$ cat src/rtl/dispense_arbiter.sv
// Round-robin arbiter sharing one water valve among paid-up coin stations.
// Define DISPENSE_COUNT_EN to add the saturating pour_count output.
module dispense_arbiter #(
   parameter int unsigned NUM_REQ     = 4,
   parameter int unsigned POUR_CYCLES = 16,
   parameter int unsigned GAP_CYCLES  = 2
) (
   input  logic               clock,
   input  logic               resetN,
   input  logic [NUM_REQ-1:0] req,
   input  logic               tank_empty,
   output logic [NUM_REQ-1:0] grant,
   output logic               valve_open,
   output logic [NUM_REQ-1:0] done,
   output logic               busy
`ifdef DISPENSE_COUNT_EN
   ,
   output logic [15:0]        pour_count
`endif
);

   localparam int unsigned PtrW   = $clog2(NUM_REQ);
   localparam int unsigned MaxCnt = (POUR_CYCLES > GAP_CYCLES) ? POUR_CYCLES : GAP_CYCLES;
   localparam int unsigned CntW   = (MaxCnt > 1) ? $clog2(MaxCnt) : 1;

   typedef enum logic [1:0] {StIdle, StPour, StDone, StGap} state_e;

   state_e              state_q, state_d;
   logic [NUM_REQ-1:0]  grant_q, grant_d;
   logic [CntW-1:0]     cnt_q, cnt_d;
   logic [PtrW-1:0]     ptr_q, ptr_d;

   logic                found;
   logic [PtrW-1:0]     win_idx;
   logic [PtrW-1:0]     probe;
   int unsigned         idx;

   // First requester at or after the pointer, wrapping modulo NUM_REQ.
   always_comb begin
      found   = 1'b0;
      win_idx = '0;
      idx     = 0;
      probe   = '0;
      for (int unsigned k = 0; k < NUM_REQ; k++) begin
         idx   = (32'(ptr_q) + k) % NUM_REQ;
         probe = PtrW'(idx);
         if (!found && req[probe]) begin
            found   = 1'b1;
            win_idx = probe;
         end
      end
   end

   always_comb begin
      state_d = state_q;
      grant_d = grant_q;
      cnt_d   = cnt_q;
      ptr_d   = ptr_q;
      unique case (state_q)
         StIdle: begin
            if (found && !tank_empty) begin
               state_d = StPour;
               grant_d = NUM_REQ'(1) << win_idx;
               cnt_d   = CntW'(POUR_CYCLES - 1);
               ptr_d   = (win_idx == PtrW'(NUM_REQ - 1)) ? '0 : win_idx + PtrW'(1);
            end
         end
         StPour: begin
            // Counter only advances on cycles the valve was actually open.
            if (!tank_empty) begin
               if (cnt_q == '0) state_d = StDone;
               else             cnt_d   = cnt_q - CntW'(1);
            end
         end
         StDone: begin
            state_d = StGap;
            grant_d = '0;
            cnt_d   = CntW'(GAP_CYCLES - 1);
         end
         StGap: begin
            if (cnt_q == '0) state_d = StIdle;
            else             cnt_d   = cnt_q - CntW'(1);
         end
         default: state_d = StIdle;
      endcase
   end

   always_ff @(posedge clock or negedge resetN) begin
      if (!resetN) begin
         state_q <= StIdle;
         grant_q <= '0;
         cnt_q   <= '0;
         ptr_q   <= '0;
      end else begin
         state_q <= state_d;
         grant_q <= grant_d;
         cnt_q   <= cnt_d;
         ptr_q   <= ptr_d;
      end
   end

   assign grant      = grant_q;
   assign valve_open = (state_q == StPour) && !tank_empty;
   assign done       = (state_q == StDone) ? grant_q : '0;
   assign busy       = (state_q != StIdle);

`ifdef DISPENSE_COUNT_EN
   logic [15:0] count_q;

   always_ff @(posedge clock or negedge resetN) begin
      if (!resetN) begin
         count_q <= '0;
      end else if (state_q == StDone && count_q != 16'hFFFF) begin
         count_q <= count_q + 16'd1;
      end
   end

   assign pour_count = count_q;
`endif

endmodule

$ cat config.mk
export PLATFORM = sky130hd
export DESIGN_NAME = dispense_arbiter
export DESIGN_NICKNAME = d
export VERILOG_FILES = /design/src/rtl/dispense_arbiter.sv
export SDC_FILE = /design/constraint.sdc
export NUM_CORES = 1
export LEC_CHECK = 0
export BUFFER_PORTS_ARGS = -buffer_cell sky130_fd_sc_hd__buf_2
export CAP_MARGIN = 5
export CORE_ASPECT_RATIO = 0.8
export CORE_MARGIN = 2
export CORE_UTILIZATION = 33
export DETAILED_ROUTE_END_ITERATION = 10
export HOLD_SLACK_MARGIN = 0.15
export PLACE_DENSITY = 0.55
export SKIP_LAST_GASP = 1
export SYNTH_ARGS = -nofsm -noshare
export SYNTH_HDL_FRONTEND = slang
export SYNTH_SLANG_ARGS = --single-unit
$ cat constraint.sdc
create_clock -name clock -period 1.7 [get_ports clock]
set_clock_uncertainty 0.1 [all_clocks]
set_input_delay 0.17 -clock clock [delete_from_list [all_inputs] [get_ports clock]]
set_output_delay 0.17 -clock clock [all_outputs]
set_load 0.01 [all_outputs]
==> results_dict.tcl, run 1 <==
set metrics [dict create \
    status "complete, but fails checks" \
    violations "setup timing" \
    clockBufferDepth 2 \
    routed-via-count 849 \
    fin_worst_hold_slack_ns 0.202 \
    grt.busiest_layer "met2" \
    finalCritPeriodShare_pct 104 \
    clk_pin_slew_ns 0.08 \
    critical_path_buf_inv_count 0 \
    arrival_ns 1.84 \
    diodes 0 \
    grt_first_pass_wirelength_mm 3.73 \
    timing.fmax_mhz 566 \
    muxShareOfSynthArea_pct 4.13 \
    slowest_delay_ns 0.46 \
    synth_fa_ha_area_share_pct 12.8 \
    critical_path_required_ns 1.77 \
    synth-seq-area-share_pct 34.2 \
    postSynthCellCount 96 \
    grt_pass1_vias 806 \
    crit_chain "nand2_2, a21oi_4, nor4_4, ha_1, mux2_4" \
    port_buffers 16 \
    yosysTopAreaCellShare_pct 34.2 \
    use_met3_pct 4.90 \
    first_pass_iters 4 \
    grt-ovfl-total 0 \
    cpLargestDelayFamily "simple AND/OR/NAND/NOR gates" \
    critPathCaptureType "flip-flop" \
    dp_hpwl_mm 1.55 \
    synth_nets 112 \
    die-area_um2 3090 \
    synth_compound_area_share_pct 23.5 \
    drive_gt1_share_pct 49.3 \
    critPathLaunchType "flip-flop" \
    worstSetupPathType "flip-flop to flip-flop" \
    tightest_slew_ns 0.320 \
    cp_max_fo 6 \
    hold_violations 0 \
    gp_congestion 0.825 \
    start_util_pct 35.4 \
    relSlewSlack_pct 78.5 \
    synthDistinctLibCells 34 \
    htree_levels 1 \
    grtUsageMet1_pct 23.4 \
    synth_top_family_by_area "compound AO/OA/AOI/OAI gates" \
    track_usage_pct 16.4 \
    p_per_area_nw_per_um2 1810 \
    synth_warnings 0 \
    hp-class "input port to async pin" \
    reg2reg_slack_ns -0.07 \
    cts_tree "built" \
    stdcell_area_um2 1330 \
    post-place-ws_ns -0.142 \
    wl_mm 2.25 \
    ir_drop_v 0.000721 \
    die_y_um 50.1 \
    post_drt_via_cell_ratio 4.94 \
    drtIter0Drc 23 \
    drv_slew 0 \
    nNetsFinal 154 \
    regArea_um2 303 \
    syn_area_per_cell_um2 9.15 \
    ys_ff_latch 12 \
    fillCellCount 231 \
    setup_ws_ns -0.0673 \
    crit_slowest_cell "dfrtp_2" \
    setup-violations-final 2 \
    die_x_um 61.7 \
    yosys.area_share.simple_pct 20.5 \
    power.leakage_uw 0.000630 \
    ios 17 \
    synth_area_um2 878 \
    synthTopCellsByArea "dfrtp_1 34%, ha_1 13%, nand2_1 3.8%" \
    core_area_um2 2480 \
    area_delta_synth_final_pct 51.7 \
    cts_root_buf "clkbuf_4" \
    yosysTopAreaCell "dfrtp_1" \
    grt_util_met2_pct 24.0 \
    cts_buffers 3 \
    max-cap-violations 0 \
    grt_max_degree 13 \
    dpl_cell_area_um2 1130 \
    synth_xor_area_share_pct 0.997 \
    antenna_found_initial 0 \
    clkLatencyLatePin_ns 0.29 \
    ant_nets 0 \
    fp-row-count 16 \
    rsz0062_at_grt "yes" \
    wl_per_cell_um 13.1 \
    min_period_ns 1.77 \
    multi_input_comb_area_um2 681 \
    clkSinkCount 12 \
    drc 0 \
]
synthesized netlist by cell type:
| cell | count |
|---|---|
| or2_1 | 1 |
| ha_1 | 9 |
| nand4_1 | 1 |
| o32a_1 | 1 |
| inv_2 | 2 |
| inv_1 | 7 |
| o21a_4 | 1 |
| o21a_1 | 1 |
| dfrtp_1 | 12 |
| mux2i_1 | 1 |
| a41o_1 | 1 |
| o211ai_1 | 1 |
| mux2_4 | 1 |
| nor2_1 | 4 |
| nand2_1 | 9 |
| a21o_1 | 2 |
| a31oi_1 | 4 |
| nor2b_1 | 3 |
| a22oi_1 | 2 |
| nor3_2 | 1 |
| xor2_1 | 1 |
| nor4_1 | 1 |
| a21boi_1 | 3 |
| nand2b_1 | 1 |
| nor2_2 | 1 |
| a21oi_1 | 6 |
| and2_1 | 4 |
| nor3_1 | 2 |
| nor4_4 | 1 |
| o22a_1 | 1 |
| mux2_1 | 1 |
| nor3b_1 | 2 |
| o21ai_0 | 3 |
| o21ai_1 | 5 |
routing by layer:
layer  up-vias  wire, um
met5         -         0
met4         0        15
met3         2       124
met2        29      1020
met1       396      1100
li1        422         -
worst reg2reg max path, cell delays in order, from the launching register on:
cell and delay [ns]:
dfrtp_2 0.46, nand2_2 0.11, a21oi_4 0.07, nor4_4 0.36
ha_1 0.30, mux2_4 0.26
where the power goes:
| part | switching, uW | internal [uW] |
|---|---|---|
| registers | 168 | 436 |
| clock network | 102 | 82.4 |
| logic | 750 | 870 |
| total | 1020 | 1390 |
area by class of cell:
type                       count  area share (%)
inverter                       9            2.54
tap                           36            3.38
timing repair buffer          37            18.6
multi-input combinational     75            51.1
clock buffer                   3            1.69
sequential                    12            22.7
through the flow:
step	instances	utilization (%)	power, uW	setup TNS, ns
after floorplan	96	-	1380	-0.0383
after global placement	161	45.4	1830	-0.185
after detailed placement	161	45.4	1850	-0.471
after CTS	168	50.5	2220	-0.0129
after global routing	172	53.7	2640	-0.667
final	172	53.7	2410	-0.0875
kinds of logic after synthesis:
| kind of cell | after synthesis |
|---|---|
| AOI/OAI and AO/OA | 31 |
| muxes | 3 |
| and+or+nand+nor | 31 |
| buffers and inverters | 9 |
| xor gates and xnor gates | 1 |
| DFF | 12 |
| adders and majority gates | 9 |
registers in the layout, indices dropped and copies added (netlist names):
name / cells
cnt_q: 4
grant: 4
ptr_q: 2
state_q: 2
timing repair:
action / in CTS / in global routing
endpoints found under the setup margin: 11 / 10
pin swaps: 9 / 3
endpoints found under the hold margin: 12 / 0
hold buffers: 1 / 0
gates resized for setup: 19 / 11
setup buffers: 3 / 4
worst paths after layout:
kind,startpoint,end,cells past startpoint
max,ptr_q[1],ptr_q[1],5
min,resetN,grant[0],2
max reg2reg,ptr_q[1],ptr_q[1],5
min reg2reg,grant[0],grant[0],2
max in group asynchronous,resetN,state_q[0],2
min in group clock,tank_empty,ptr_q[1],3
layout by cell type, fill, tap and decap left out, drive strengths merged, types with 3 or more instances in the layout:
cell,Yosys,layout
buf,0,36
dfrtp,12,12
nand2,9,9
inv,9,9
ha,9,9
o21ai,8,8
a21oi,6,6
nor2,5,5
and2,4,4
a31oi,4,4
nor2b,3,3
clkbuf,0,3
nor3,3,3
a21boi,3,3
Power figures use the tool's default switching activity.
==> run 2, diff against run 1 <==
==> constraint.sdc (replaced) <==
create_clock -name clock -period 1.7 [get_ports clock]
set_clock_uncertainty 0.1 [all_clocks]
set_input_delay 0.17 -clock clock [delete_from_list [all_inputs] [get_ports clock]]
set_output_delay 0.17 -clock clock [all_outputs]
set_load 0.02 [all_outputs]
==> results_dict.tcl, run 2 (synthesis results as in run 1) <==
set metrics [dict create \
    status "complete, but fails checks" \
    violations "setup timing" \
    p_per_area_nw_per_um2 1870 \
    diodes 0 \
    htree_levels 1 \
    port_buffers 16 \
    setup-violations-final 3 \
    clk_pin_slew_ns 0.08 \
    cp_max_fo 6 \
    die_y_um 50.1 \
    die_x_um 61.7 \
    ir_drop_v 0.000796 \
    seq_power_share_pct 23.7 \
    grt_first_pass_wirelength_mm 3.66 \
    nNetsFinal 154 \
    relSlewSlack_pct 78.0 \
    power.leakage_uw 0.000645 \
    max-cap-violations 0 \
    final_cells 172 \
    area_delta_synth_final_pct 55.8 \
    cts_root_buf "clkbuf_4" \
    drive_gt1_share_pct 50.7 \
    fillCellCount 223 \
    wl_mm 2.27 \
    finalCritPeriodShare_pct 104 \
    routed-via-count 867 \
    hp-class "input port to async pin" \
    wl_per_cell_um 13.2 \
    ios 17 \
    switching_power_uw 1120 \
    arrival_ns 1.84 \
    fin_worst_hold_slack_ns 0.207 \
    swShare_pct 43.6 \
    die-area_um2 3090 \
    drv_slew 0 \
    fp-row-count 16 \
    first_pass_iters 4 \
    cts_buffers 3 \
    core_area_um2 2480 \
    finalPower_uw 2560 \
    critPathCaptureType "flip-flop" \
    setup_ws_ns -0.0737 \
    crit_slowest_cell "dfrtp_2" \
    ant_nets 0 \
    track_usage_pct 16.1 \
    cpLargestDelayFamily "simple AND/OR/NAND/NOR gates" \
    clockBufferDepth 2 \
    drc 0 \
    drtIter0Drc 16 \
    p_int_uw 1440 \
    critPathLaunchType "flip-flop" \
    min_period_ns 1.77 \
    critical_path_required_ns 1.77 \
    slowest_delay_ns 0.46 \
    post-place-ws_ns -0.142 \
    stdcell_area_um2 1370 \
    rsz0062_at_grt "yes" \
    dp.cells 161 \
    dp_hpwl_mm 1.55 \
    tightest_slew_ns 0.328 \
    final_common_cell "buf_4" \
    combPwrFrac_pct 69.2 \
    grt_pass1_vias 796 \
    cts_tree "built" \
    grt-ovfl-total 0 \
    critical_path_buf_inv_count 2 \
    gp_congestion 0.825 \
    clkSinkCount 12 \
    worstSetupPathType "flip-flop to flip-flop" \
    antenna_found_initial 0 \
    hold_violations 0 \
    start_util_pct 35.4 \
    crit_chain "nand2_2, a21oi_4, nor4_4, inv_2, buf_4, ha_4, a22oi_2, o21ai_1" \
    clkLatencyLatePin_ns 0.28 \
    timing.fmax_mhz 564 \
    dpl_cell_area_um2 1130 \
    grt_max_degree 13 \
    post_drt_via_cell_ratio 5.04 \
    final_cell_mix "17 x buf_4, 15 x buf_2, 10 x dfrtp_1, 7 x nand2_1, 6 x o21ai_1" \
    p_clk_share_pct 7.2 \
]
[run 2: repair_timing]
item,in CTS,in global routing
gates cloned,0,0
endpoints found under the hold margin,12,0
pin swaps,8,2
gates resized for setup,18,21
hold buffers,1,0
setup endpoints to repair,11,11
buffers inserted,2,5
[run 2: worst register-to-register path, cell delays in order (launching register included)]
cell and delay (ns):
dfrtp_2 0.46, nand2_2 0.11, a21oi_4 0.07, nor4_4 0.36, inv_2 0.08, buf_4 0.15
ha_4 0.15, a22oi_2 0.11, o21ai_1 0.07
[run 2: cell type report]
type | instances | area, um^2 | area share (%)
tap | 36 | 45.0 | 3.29
clock buffer | 3 | 22.5 | 1.65
multi-input combinational | 75 | 702 | 51.3
inverter | 9 | 38.8 | 2.83
timing repair buffer | 37 | 258 | 18.8
sequential | 12 | 303 | 22.1
[run 2: power by group through the flow]
stage	clock (uW)	combinational [uW]	sequential [uW]
after floorplan	0	830	616
after global placement	0	1330	564
after detailed placement	0	1340	573
after CTS	187	1490	584
after global routing	201	1980	627
final	183	1770	606
[run 2: final timing paths]
| check | from | end | slack (ns) | cells after the start |
|---|---|---|---|---|
| worst max register to register | ptr_q[1] | grant[2] | -0.07 | 8 |
| min in group clock | tank_empty | ptr_q[1] | 0.28 | 3 |
| worst min register to register | grant[3] | grant[3] | 0.42 | 2 |
| worst min-delay path | resetN | grant[0] | 0.21 | 2 |
| worst max-delay path | ptr_q[1] | grant[2] | -0.07 | 8 |
| max in group asynchronous | resetN | state_q[0] | 1.04 | 2 |
[run 2: layer usage]
metal | global-route usage (%) | part of all wire (%)
met1 | 23.0 | 50
met2 | 23.3 | 43
met3 | 4.90 | 6.5
met4 | 4.26 | 0.66
met5 | 0 | 0
[run 2: through the flow]
step | util [%] | setup TNS, ns
2_1_floorplan | - | -0.0383
3_3_place_gp | 45.4 | -0.185
3_5_place_dp | 45.4 | -0.471
4_1_cts | 49.8 | -0.0213
5_1_grt | 55.1 | -0.473
6_report | 55.1 | -0.161
